===== src/rtl/jt7759_pkg.sv =====
// jt7759_pkg: shared types and constants for the JT7759 sample sequencer.
//   state_t      - sequencer FSM states
//   CMD_*        - opcode field (cmd[7:6]) of a sample-stream command byte
//   MAX_ADDR     - ROM byte holding the last valid phrase index
//   OFS_BASE     - ROM byte of the first phrase offset (big-endian pairs)
//   ofs_addr()   - ROM address of the high/low offset byte of phrase n
package jt7759_pkg;

   typedef enum logic [3:0] {
      IDLE, RD_MAX, RD_HI, RD_LO, RD_CMD, RD_CNT, SIL, PLAY, RPT, DONE
   } state_t;

   localparam logic [1:0] CMD_SIL     = 2'b00;
   localparam logic [1:0] CMD_PLAY256 = 2'b01;
   localparam logic [1:0] CMD_PLAYN   = 2'b10;
   localparam logic [1:0] CMD_RPT     = 2'b11;

   localparam int MAX_ADDR = 0;
   localparam int OFS_BASE = 5;

   // OFS_BASE + 2n + lo, fits in 10 bits for any 8-bit phrase index
   function automatic logic [9:0] ofs_addr(input logic [7:0] n, input logic lo);
      return 10'(OFS_BASE) + {1'b0, n, lo};
   endfunction

endpackage


===== src/rtl/jt7759_fetch.sv =====
// jt7759_fetch: ROM handshake plus one-byte prefetch buffer and nibble selector.
//   req/addr          - FSM wants the byte at addr (level, sampled when idle)
//   rd_ok/rd_data     - read completes this cycle; data straight from the ROM
//   pf_mode           - play mode: completed reads land in the buffer;
//                       when low the buffer is held empty
//   pf_pop            - consume the current nibble (high first, then low)
//   pf_valid/pf_nib   - buffer holds a byte / nibble currently presented
//   rom_cs/rom_addr/rom_data/rom_ok - sample ROM port
module jt7759_fetch #(
   parameter int AW = 17
) (
   input  logic          clk,
   input  logic          rst,
   input  logic          req,
   input  logic [AW-1:0] addr,
   output logic          rd_ok,
   output logic [7:0]    rd_data,
   input  logic          pf_mode,
   input  logic          pf_pop,
   output logic          pf_valid,
   output logic [3:0]    pf_nib,
   output logic          rom_cs,
   output logic [AW-1:0] rom_addr,
   input  logic [7:0]    rom_data,
   input  logic          rom_ok
);

   logic [7:0] buf_q;
   logic       nib_hi;   // next nibble to hand out is the high one

   assign rd_ok   = rom_cs & rom_ok;
   assign rd_data = rom_data;
   assign pf_nib  = nib_hi ? buf_q[7:4] : buf_q[3:0];

   always_ff @(posedge clk or posedge rst) begin
      if (rst) begin
         rom_cs   <= 1'b0;
         rom_addr <= '0;
         buf_q    <= 8'd0;
         pf_valid <= 1'b0;
         nib_hi   <= 1'b1;
      end else begin
         // address is latched at request time so it stays stable until rom_ok
         if (rd_ok)
            rom_cs <= 1'b0;
         else if (!rom_cs && req) begin
            rom_cs   <= 1'b1;
            rom_addr <= addr;
         end
         // a load only happens when empty and a pop only when full
         if (!pf_mode) begin
            pf_valid <= 1'b0;
            nib_hi   <= 1'b1;
         end else if (rd_ok) begin
            buf_q    <= rom_data;
            pf_valid <= 1'b1;
            nib_hi   <= 1'b1;
         end else if (pf_pop) begin
            if (nib_hi) nib_hi   <= 1'b0;
            else        pf_valid <= 1'b0;
         end
      end
   end

endmodule


===== src/rtl/jt7759_seq.sv =====
// jt7759_seq: phrase lookup and command-stream sequencer for the JT7759 core.
//   clk/rst            - system clock, async active-high reset
//   cen_ctl/cen_dec    - control-rate and decoder-rate enables from the divider
//   start/phrase       - playback request (rising edge) and phrase index
//   busyn              - low while a phrase is sequenced
//   rom_*              - sample ROM read port
//   divby              - divider setting for the current block
//   dec_rst/dec_en/dec_din - decoder clear, nibble strobe and nibble
//   silent             - high when idle or in a silence block
module jt7759_seq
   import jt7759_pkg::*;
#(
   parameter int AW      = 17,
   parameter int SIL_LEN = 32
) (
   input  logic          clk,
   input  logic          rst,
   input  logic          cen_ctl,
   input  logic          cen_dec,
   input  logic          start,
   input  logic [7:0]    phrase,
   output logic          busyn,
   output logic          rom_cs,
   output logic [AW-1:0] rom_addr,
   input  logic [7:0]    rom_data,
   input  logic          rom_ok,
   output logic [5:0]    divby,
   output logic          dec_rst,
   output logic          dec_en,
   output logic [3:0]    dec_din,
   output logic          silent
);

   localparam int CW = 9;   // holds 256 nibbles and SIL_LEN ticks

   state_t        st;
   logic          start_l;
   logic [7:0]    phr, ofs_hi;
   logic [AW-1:0] ptr, loop_addr, rd_addr;
   logic [2:0]    rpt_cnt, rpt_n;
   logic [CW-1:0] cnt;
   logic          skip;     // swallow the first cen_dec of a block after dec_rst
   logic          req, rd_ok, pf_valid, pop;
   logic [7:0]    rd_data;
   logic [3:0]    pf_nib;

   always_comb begin
      rd_addr = ptr;
      case (st)
         RD_MAX:  rd_addr = AW'(MAX_ADDR);
         RD_HI:   rd_addr = AW'(ofs_addr(phr, 1'b0));
         RD_LO:   rd_addr = AW'(ofs_addr(phr, 1'b1));
         default: ;
      endcase
   end

   // no prefetch once the count is exhausted, so an odd count never pulls
   // in a byte past the block
   assign req = (st inside {RD_MAX, RD_HI, RD_LO, RD_CMD, RD_CNT}) ||
                (st == PLAY && !pf_valid && cnt != '0);
   assign pop = st == PLAY && cen_dec && !skip && pf_valid && cnt != '0;

   jt7759_fetch #(.AW(AW)) u_fetch (
      .clk      (clk),
      .rst      (rst),
      .req      (req),
      .addr     (rd_addr),
      .rd_ok    (rd_ok),
      .rd_data  (rd_data),
      .pf_mode  (st == PLAY),
      .pf_pop   (pop),
      .pf_valid (pf_valid),
      .pf_nib   (pf_nib),
      .rom_cs   (rom_cs),
      .rom_addr (rom_addr),
      .rom_data (rom_data),
      .rom_ok   (rom_ok)
   );

   always_ff @(posedge clk or posedge rst) begin
      if (rst) begin
         st        <= IDLE;
         start_l   <= 1'b0;
         busyn     <= 1'b1;
         divby     <= 6'd0;
         dec_rst   <= 1'b0;
         dec_en    <= 1'b0;
         dec_din   <= 4'd0;
         silent    <= 1'b1;
         phr       <= 8'd0;
         ofs_hi    <= 8'd0;
         ptr       <= '0;
         loop_addr <= '0;
         rpt_cnt   <= 3'd0;
         rpt_n     <= 3'd0;
         cnt       <= '0;
         skip      <= 1'b0;
      end else begin
         start_l <= start;
         dec_rst <= 1'b0;
         dec_en  <= 1'b0;
         // nibble service comes first; FSM below still sees the old count
         if (pop) begin
            dec_en  <= 1'b1;
            dec_din <= pf_nib;
            cnt     <= cnt - CW'(1);
         end
         if (st == PLAY && cen_dec) skip <= 1'b0;
         if (st == SIL && cen_dec && cnt != '0) cnt <= cnt - CW'(1);
         case (st)
            IDLE: if (start && !start_l) begin
               phr     <= phrase;
               busyn   <= 1'b0;
               rpt_cnt <= 3'd0;
               st      <= RD_MAX;
            end
            RD_MAX: if (rd_ok) st <= (phr > rd_data) ? DONE : RD_HI;
            RD_HI: if (rd_ok) begin
               ofs_hi <= rd_data;
               st     <= RD_LO;
            end
            RD_LO: if (rd_ok) begin
               ptr <= AW'({ofs_hi, rd_data, 1'b0});
               st  <= RD_CMD;
            end
            RD_CMD: if (rd_ok) begin
               ptr <= ptr + AW'(1);
               case (rd_data[7:6])
                  CMD_SIL: begin
                     if (rd_data[5:0] == 6'd0) begin
                        // end of phrase doubles as the loop-back point
                        if (rpt_cnt != 3'd0) begin
                           rpt_cnt <= rpt_cnt - 3'd1;
                           ptr     <= loop_addr;
                        end else
                           st <= DONE;
                     end else begin
                        divby  <= rd_data[5:0];
                        silent <= 1'b1;
                        cnt    <= CW'(SIL_LEN);
                        st     <= SIL;
                     end
                  end
                  CMD_PLAY256: begin
                     divby   <= rd_data[5:0];
                     cnt     <= CW'(256);
                     dec_rst <= 1'b1;
                     skip    <= 1'b1;
                     silent  <= 1'b0;
                     st      <= PLAY;
                  end
                  CMD_PLAYN: begin
                     divby <= rd_data[5:0];
                     st    <= RD_CNT;
                  end
                  default: begin
                     rpt_n <= rd_data[2:0];
                     st    <= RPT;
                  end
               endcase
            end
            RD_CNT: if (rd_ok) begin
               ptr     <= ptr + AW'(1);
               cnt     <= {1'b0, rd_data} + CW'(1);
               dec_rst <= 1'b1;
               skip    <= 1'b1;
               silent  <= 1'b0;
               st      <= PLAY;
            end
            RPT: if (cen_ctl) begin
               // only one loop level: a repeat inside a running loop is ignored
               if (rpt_cnt == 3'd0) begin
                  loop_addr <= ptr;
                  rpt_cnt   <= rpt_n;
               end
               st <= RD_CMD;
            end
            SIL: if (cen_ctl && cnt == '0) st <= RD_CMD;
            PLAY: begin
               if (rd_ok) ptr <= ptr + AW'(1);
               if (cen_ctl && cnt == '0) st <= RD_CMD;
            end
            DONE: if (cen_ctl) begin
               busyn  <= 1'b1;
               silent <= 1'b1;
               st     <= IDLE;
            end
            default: st <= IDLE;
         endcase
      end
   end

endmodule


===== config.mk =====
export PLATFORM = sky130hd
export DESIGN_NAME = jt7759_seq
export DESIGN_NICKNAME = d
export VERILOG_FILES = /design/src/rtl/jt7759_pkg.sv /design/src/rtl/jt7759_fetch.sv /design/src/rtl/jt7759_seq.sv
export SDC_FILE = /design/constraint.sdc
export NUM_CORES = 1
export LEC_CHECK = 0
export CAP_MARGIN = 30
export CORE_MARGIN = 1
export CORE_UTILIZATION = 45
export DETAILED_ROUTE_END_ITERATION = 8
export SETUP_SLACK_MARGIN = 0.15
export SLEW_MARGIN = 25
export SYNTH_ARGS = -nofsm -noshare
export SYNTH_HDL_FRONTEND = slang
export SYNTH_HIERARCHICAL = 1
export SYNTH_SLANG_ARGS = --single-unit
export TNS_END_PERCENT = 20

===== constraint.sdc =====
create_clock -name clk -period 4.8 [get_ports clk]
set_clock_uncertainty 0.05 [all_clocks]
set_input_delay 0.48 -clock clk [delete_from_list [all_inputs] [get_ports clk]]
set_output_delay 0.48 -clock clk [all_outputs]
set_load 0.01 [all_outputs]

==> impl_metrics.ini, run 1 <==
[run_status]
outcome = complete, no violations

[drt]
wl_per_cell_um = 20.8
via_count = 5491
drt-initial-drc-count = 579
drc_errors = 0
detail_route.first_pass.iterations = 5
wl_um = 18900
via_per_inst = 6.07
postRouteAntennaNets = 0

[finish]
final_common_cell = dfrtp_1
diodes = 0
nets = 758
register_area_sq_um = 2830
drive_gt1_frac = 0.166
finalInstanceArea_sq_um = 7880
multiInputGateArea_sq_um = 3430
fillers = 1240
syn_to_final_growth_pct = 19.3
final_cell_mix = dfrtp_1 (110), nand2_1 (69), clkdlybuf4s50_1 (53), mux2_2 (49), nor2_1 (43)

[setup_path]
worstSetupStartpointType = input port
required_ns = 5.09
rr_worst_depth = 6
cp.arrival_ns = 3.49
startpoint = rom_data[7]
rr_endpoint = ptr[16]$_DFFE_PP0P_
r2r_setup_slack_ns = 1.82
r2r_start = st[1]$_DFFE_PP0P_
cp_max_fo = 14
endpoint_kind = flip-flop
critical_path_class = input port to flip-flop

[floorplan]
ios = 54
start_util = 0.468
dieArea_sq_um = 15200
rows = 43
design.core.area_sq_um = 14100
die_h_um = 123
fp.dieW_um = 123

[hold_path]
worstHoldPathType = input port to async pin

[place]
numPortBuffers = 53
placed_cell_area_sq_um = 7230
place.gp.congestion = 0.882
post-dp-hpwl_um = 13200

[global_routing]
grt-ovfl-total = 0
grt_pass1_vias = 5497
grt_antenna_before_repair = 0
grt_max_degree = 33
grt_usage = 0.267
grt_first_pass_wirelength_um = 30100

[clocking]
cts_setup_buffers = 0
ctsLongestPathBuffers = 2
cts_tree = built
path_clk_slew_ns = 0.05
clk_latency_ns = 0.43
cts.sinks = 113
cts-root-buf = clkbuf_16
numCtsBuffers = 17
h-tree-depth = 4
cts_resized = 0
holdBufCountCts = 0

[synthesis]
syn_area_per_cell_sq_um = 9.85
synth_cells = 670
synth-seq-area-share = 0.429
yosys_warnings = 6
synth_top_flop_cell = dfrtp_1
synth-edff-count = 0
ys_ff_latch = 113
netlist_area_sq_um = 6600
async_flop_share = 1.00
yosysUniqueCellTypes = 70
synth_nets = 714

[sta]
finalSetupTns_ns = 0
rsz0062_at_grt = no
hold_viol_final = 0
post-route-period-util = 0.667
max_freq_ghz = 0.312
worst_pin_slew_ns = 0.974
slew_headroom = 0.350
report.final.slew_viol_count = 0
setup_violations = 0
holdWs_ns = 0.391
fin_crit_ns = 3.20

[power_and_ir_drop]
p_per_area_nw_per_um2 = 676
cellLeakagePower_nw = 3.46
peakVddDrop_mv = 0.351
power_mw = 5.33

[job]
maxCapViolCount = 0
## cells by family (layout without fill, tap and decap cells)
kind of cell | after synthesis | in the layout | synth area share
AO/OA/AOI/OAI | 160 | 160 | 0.168
XOR/XNOR | 23 | 23 | 0.0305
adder cells (fa/ha/maj) | 22 | 22 | 0.0417
buffers and inverters | 72 | 127 | 0.0527
flip-flops | 113 | 113 | 0.429
multiplexers | 62 | 62 | 0.111
AND/OR/NAND/NOR | 218 | 218 | 0.168
## metal layers
layer  global-route usage  up-vias  wire length, um
met5                    0        -                0
met4                0.102        0              399
met1                0.348     2692             8350
met3               0.0609       33             1120
met2                0.431      241             8990
li1                     -     2525                -
## critical path: stages
cell	delay [ns]
clkdlybuf4s50_1	0.57
inv_1	0.24
ha_1	0.27
or4b_4	0.52
nor4_4	0.79
buf_4	0.28
a21oi_1	0.07
o31ai_1	0.10
o2bb2ai_1	0.16
## cell type report
class / count / area share
Clock inverter: 10 / 0.0233
Multi-Input combinational cell: 485 / 0.435
Sequential cell: 113 / 0.359
Inverter: 32 / 0.0154
Tap cell: 180 / 0.0286
Timing Repair Buffer: 65 / 0.0800
Clock buffer: 20 / 0.0580
## power breakdown
part           internal, mW  switching (mW)  total [mW]
sequential             1.34           0.427        1.76
clock                 0.940           0.454        1.39
combinational          1.01            1.16        2.17
total                  3.29            2.04        5.33
## stage by stage
stage / util / setup WS [ns] / cells
after global routing: 0.559 / 1.46 / 905
after detailed placement: 0.513 / 1.22 / 874
final: 0.559 / 1.60 / 905
after global placement: 0.511 / 1.32 / 873
after CTS: 0.559 / 1.63 / 904
after floorplan: - / 2.08 / 670
## registers in the layout, summed over array words and instances (netlist names), 4 cells and up
register	count
loop_addr	17
ptr	17
u_fetch/rom_addr	17
cnt	9
ofs_hi	8
phr	8
u_fetch/buf_q	8
divby	6
dec_din	4
st	4
## synthesized netlist by cell type (3+ instances only)
cell / count / area (sq um)
and2_1: 5 / 31.3
a22oi_1: 7 / 52.6
a21o_1: 5 / 37.5
nand2_1: 69 / 259
a211oi_1: 4 / 30.0
a22o_1: 5 / 43.8
inv_1: 32 / 120
nor4_1: 4 / 25.0
a222oi_1: 7 / 70.1
nand2b_1: 9 / 56.3
o31ai_1: 5 / 37.5
xor2_1: 8 / 70.1
mux2_2: 49 / 552
buf_4: 9 / 67.6
dfstp_2: 3 / 78.8
o22ai_1: 9 / 56.3
buf_1: 3 / 11.3
or3_1: 6 / 37.5
and3_1: 6 / 37.5
nand4_1: 10 / 62.6
buf_2: 4 / 20.0
ha_1: 22 / 275
dfrtp_1: 110 / 2750
nor3b_1: 4 / 30.0
mux2i_1: 3 / 30.0
xnor2_1: 15 / 131
a221o_1: 3 / 30.0
nor3_1: 12 / 60.1
a221oi_1: 5 / 43.8
a21o_2: 3 / 26.3
buf_6: 3 / 33.8
mux2_4: 10 / 150
o221ai_1: 5 / 43.8
nand3_1: 21 / 105
nor2b_1: 11 / 68.8
a21oi_1: 28 / 140
o211ai_1: 5 / 37.5
o2bb2ai_1: 8 / 70.1
a31oi_1: 5 / 31.3
o21ai_0: 39 / 195
nor2_1: 43 / 161
clkbuf_1: 20 / 75.1
## how the worst max path moves through the flow
stage                     endpoint  slack [ns]
2_1_floorplan     cnt[0]$_DFF_PP0_        2.08
3_3_place_gp   ptr[16]$_DFFE_PP0P_        1.32
3_5_place_dp   ptr[16]$_DFFE_PP0P_        1.22
4_1_cts        ptr[16]$_DFFE_PP0P_        1.63
5_1_grt        ptr[16]$_DFFE_PP0P_        1.46
6_report       ptr[16]$_DFFE_PP0P_        1.60
(Power assumes the default switching activity.)
==> run 2: changes to the inputs <==
==> constraint.sdc (replaced) <==
create_clock -name clk -period 3.36 [get_ports clk]
set_clock_uncertainty 0.05 [all_clocks]
set_input_delay 0.336 -clock clk [delete_from_list [all_inputs] [get_ports clk]]
set_output_delay 0.336 -clock clk [all_outputs]
set_load 0.01 [all_outputs]
==> impl_metrics.ini, run 2 (same netlist as run 1, synthesis figures left out) <==
[global_routing]
grt-ovfl-total = 0
grt_max_degree = 68
grt_antenna_before_repair = 0
grt_pass1_vias = 5414
grt_first_pass_wirelength_um = 29900
grt_usage = 0.267

[finish]
fillers = 1279
final_cell_mix = dfrtp_1 (110), nand2_1 (69), clkdlybuf4s50_1 (53), mux2_2 (49), nor2_1 (43)
largest_registers = loop_addr (17), ptr (17), u_fetch/rom_addr (17)
nets = 769
diodes = 0
drive_gt1_frac = 0.172
final_common_cell = dfrtp_1
syn_to_final_growth_pct = 18.7
multiInputGateArea_sq_um = 3430
register_area_sq_um = 2830

[clocking]
cts_tree = built
numCtsBuffers = 17
h-tree-depth = 4
path_clk_slew_ns = 0.06
cts_setup_buffers = 0
clk_latency_ns = 0.42
cts_resized = 0
cts.sinks = 113
ctsLongestPathBuffers = 2
holdBufCountCts = 0
cts-root-buf = clkbuf_16

[sta]
worst_pin_slew_ns = 0.760
hold_viol_final = 0
rsz0062_at_grt = no
finalSetupTns_ns = 0
slew_headroom = 0.493
report.final.slew_viol_count = 0
fin_crit_ns = 2.67
setup_violations = 0
post-route-period-util = 0.793
max_freq_ghz = 0.375

[place]
numPortBuffers = 53
place.gp.congestion = 0.901
post-dp-hpwl_um = 13600

[power_and_ir_drop]
peakVddDrop_mv = 0.579
cellLeakagePower_nw = 3.46
power_mw = 7.27
p_per_area_nw_per_um2 = 928

[setup_path]
cp_slowest_cell = or4b_1
max_stage_delay_ns = 0.83
required_ns = 3.65
worstPathCellList = or4b_1, nor4_4, buf_4, a221o_1, o21ai_0, a21oi_1
endpoint_kind = flip-flop
cp.arrival_ns = 2.96
critPathTopFamily = simple AND/OR/NAND/NOR gates
cp_max_fo = 21
critical_path_class = flip-flop to flip-flop
worst-path-buf-inv = 1
worstSetupStartpointType = flip-flop

[drt]
via_count = 5483
detail_route.first_pass.iterations = 5
postRouteAntennaNets = 0
via_per_inst = 5.98
drc_errors = 0
wl_per_cell_um = 20.7
wl_um = 19000
drt-initial-drc-count = 565

[floorplan]
rows = 43
ios = 54
die_h_um = 123
dieArea_sq_um = 15200
fp.dieW_um = 123
design.core.area_sq_um = 14100
start_util = 0.468

[job]
maxCapViolCount = 0

[run_status]
outcome = complete, no violations

[hold_path]
worstHoldPathType = input port to async pin
-- run 2: cell types whose count changed in the layout (fill, tap and decap cells not counted), moves of 3 or more --
| cell | before | now |
|---|---|---|
| buf_4 | 10 | 22 |
| bufinv_16 | 5 | 0 |
| clkinv_2 | 3 | 6 |
| clkbuf_1 | 1 | 5 |
-- run 2: final cells by class --
| cell class | instances | area share |
|---|---|---|
| multi-input combinational | 485 | 0.437 |
| sequential | 113 | 0.361 |
| timing repair buffer | 76 | 0.0913 |
| clock buffer | 25 | 0.0619 |
| tap | 180 | 0.0287 |
| inverter | 32 | 0.0155 |
| clock inverter | 6 | 0.00415 |
-- run 2: layer usage --
metal  global-route usage  vias to the layer above  share of wire
li1                     -                     2535              -
met1                0.349                     2739           0.46
met2                0.428                      177           0.47
met3               0.0678                       32          0.050
met4               0.0956                        0          0.019
met5                    0                        -              0
-- run 2: worst reg2reg max path: cells and delay by family (launching register included) --
family	cells	cell delay [ns]
compound gates	3	0.45
flops	1	0.66
buf+inv	1	0.31
simple gates	2	1.12
-- run 2: path summary, 6_finish.rpt --
kind	from	to	slack [ns]	cells after the start
setup / recovery	st[1]$_DFFE_PP0P_	ptr[2]$_DFFE_PP0P_	0.69	6
hold / removal	rst	dec_din[0]$_DFFE_PP0N_	0.18	2
setup reg to reg	st[1]$_DFFE_PP0P_	ptr[2]$_DFFE_PP0P_	0.69	6
hold reg to reg	ofs_hi[0]$_DFFE_PP0P_	ofs_hi[0]$_DFFE_PP0P_	0.44	2
max in group asynchronous	rst	busyn$_DFFE_PP1P_	2.37	3
min in group clk	phrase[2]	phr[2]$_DFFE_PP0P_	0.40	3
-- run 2: metrics by stage --
stage               worst slack [ns]  utilization  instance area, sq um  hold slack [ns]  std cells
global route                   0.605        0.556                  7840            0.222        917
finish                         0.695        0.556                  7840            0.180        917
floorplan                      0.784            -                  6600            0.317        670
detailed placement             0.339        0.519                  7320            0.411        886
CTS                            0.735        0.556                  7840            0.189        917
global placement               0.381        0.519                  7320            0.404        886
-- run 2: where the power goes --
group	leakage, nW	switching [mW]	internal, mW
clock network	0.257	0.616	0.987
registers	1.45	0.618	1.91
logic	1.75	1.65	1.49
total	3.46	2.88	4.39
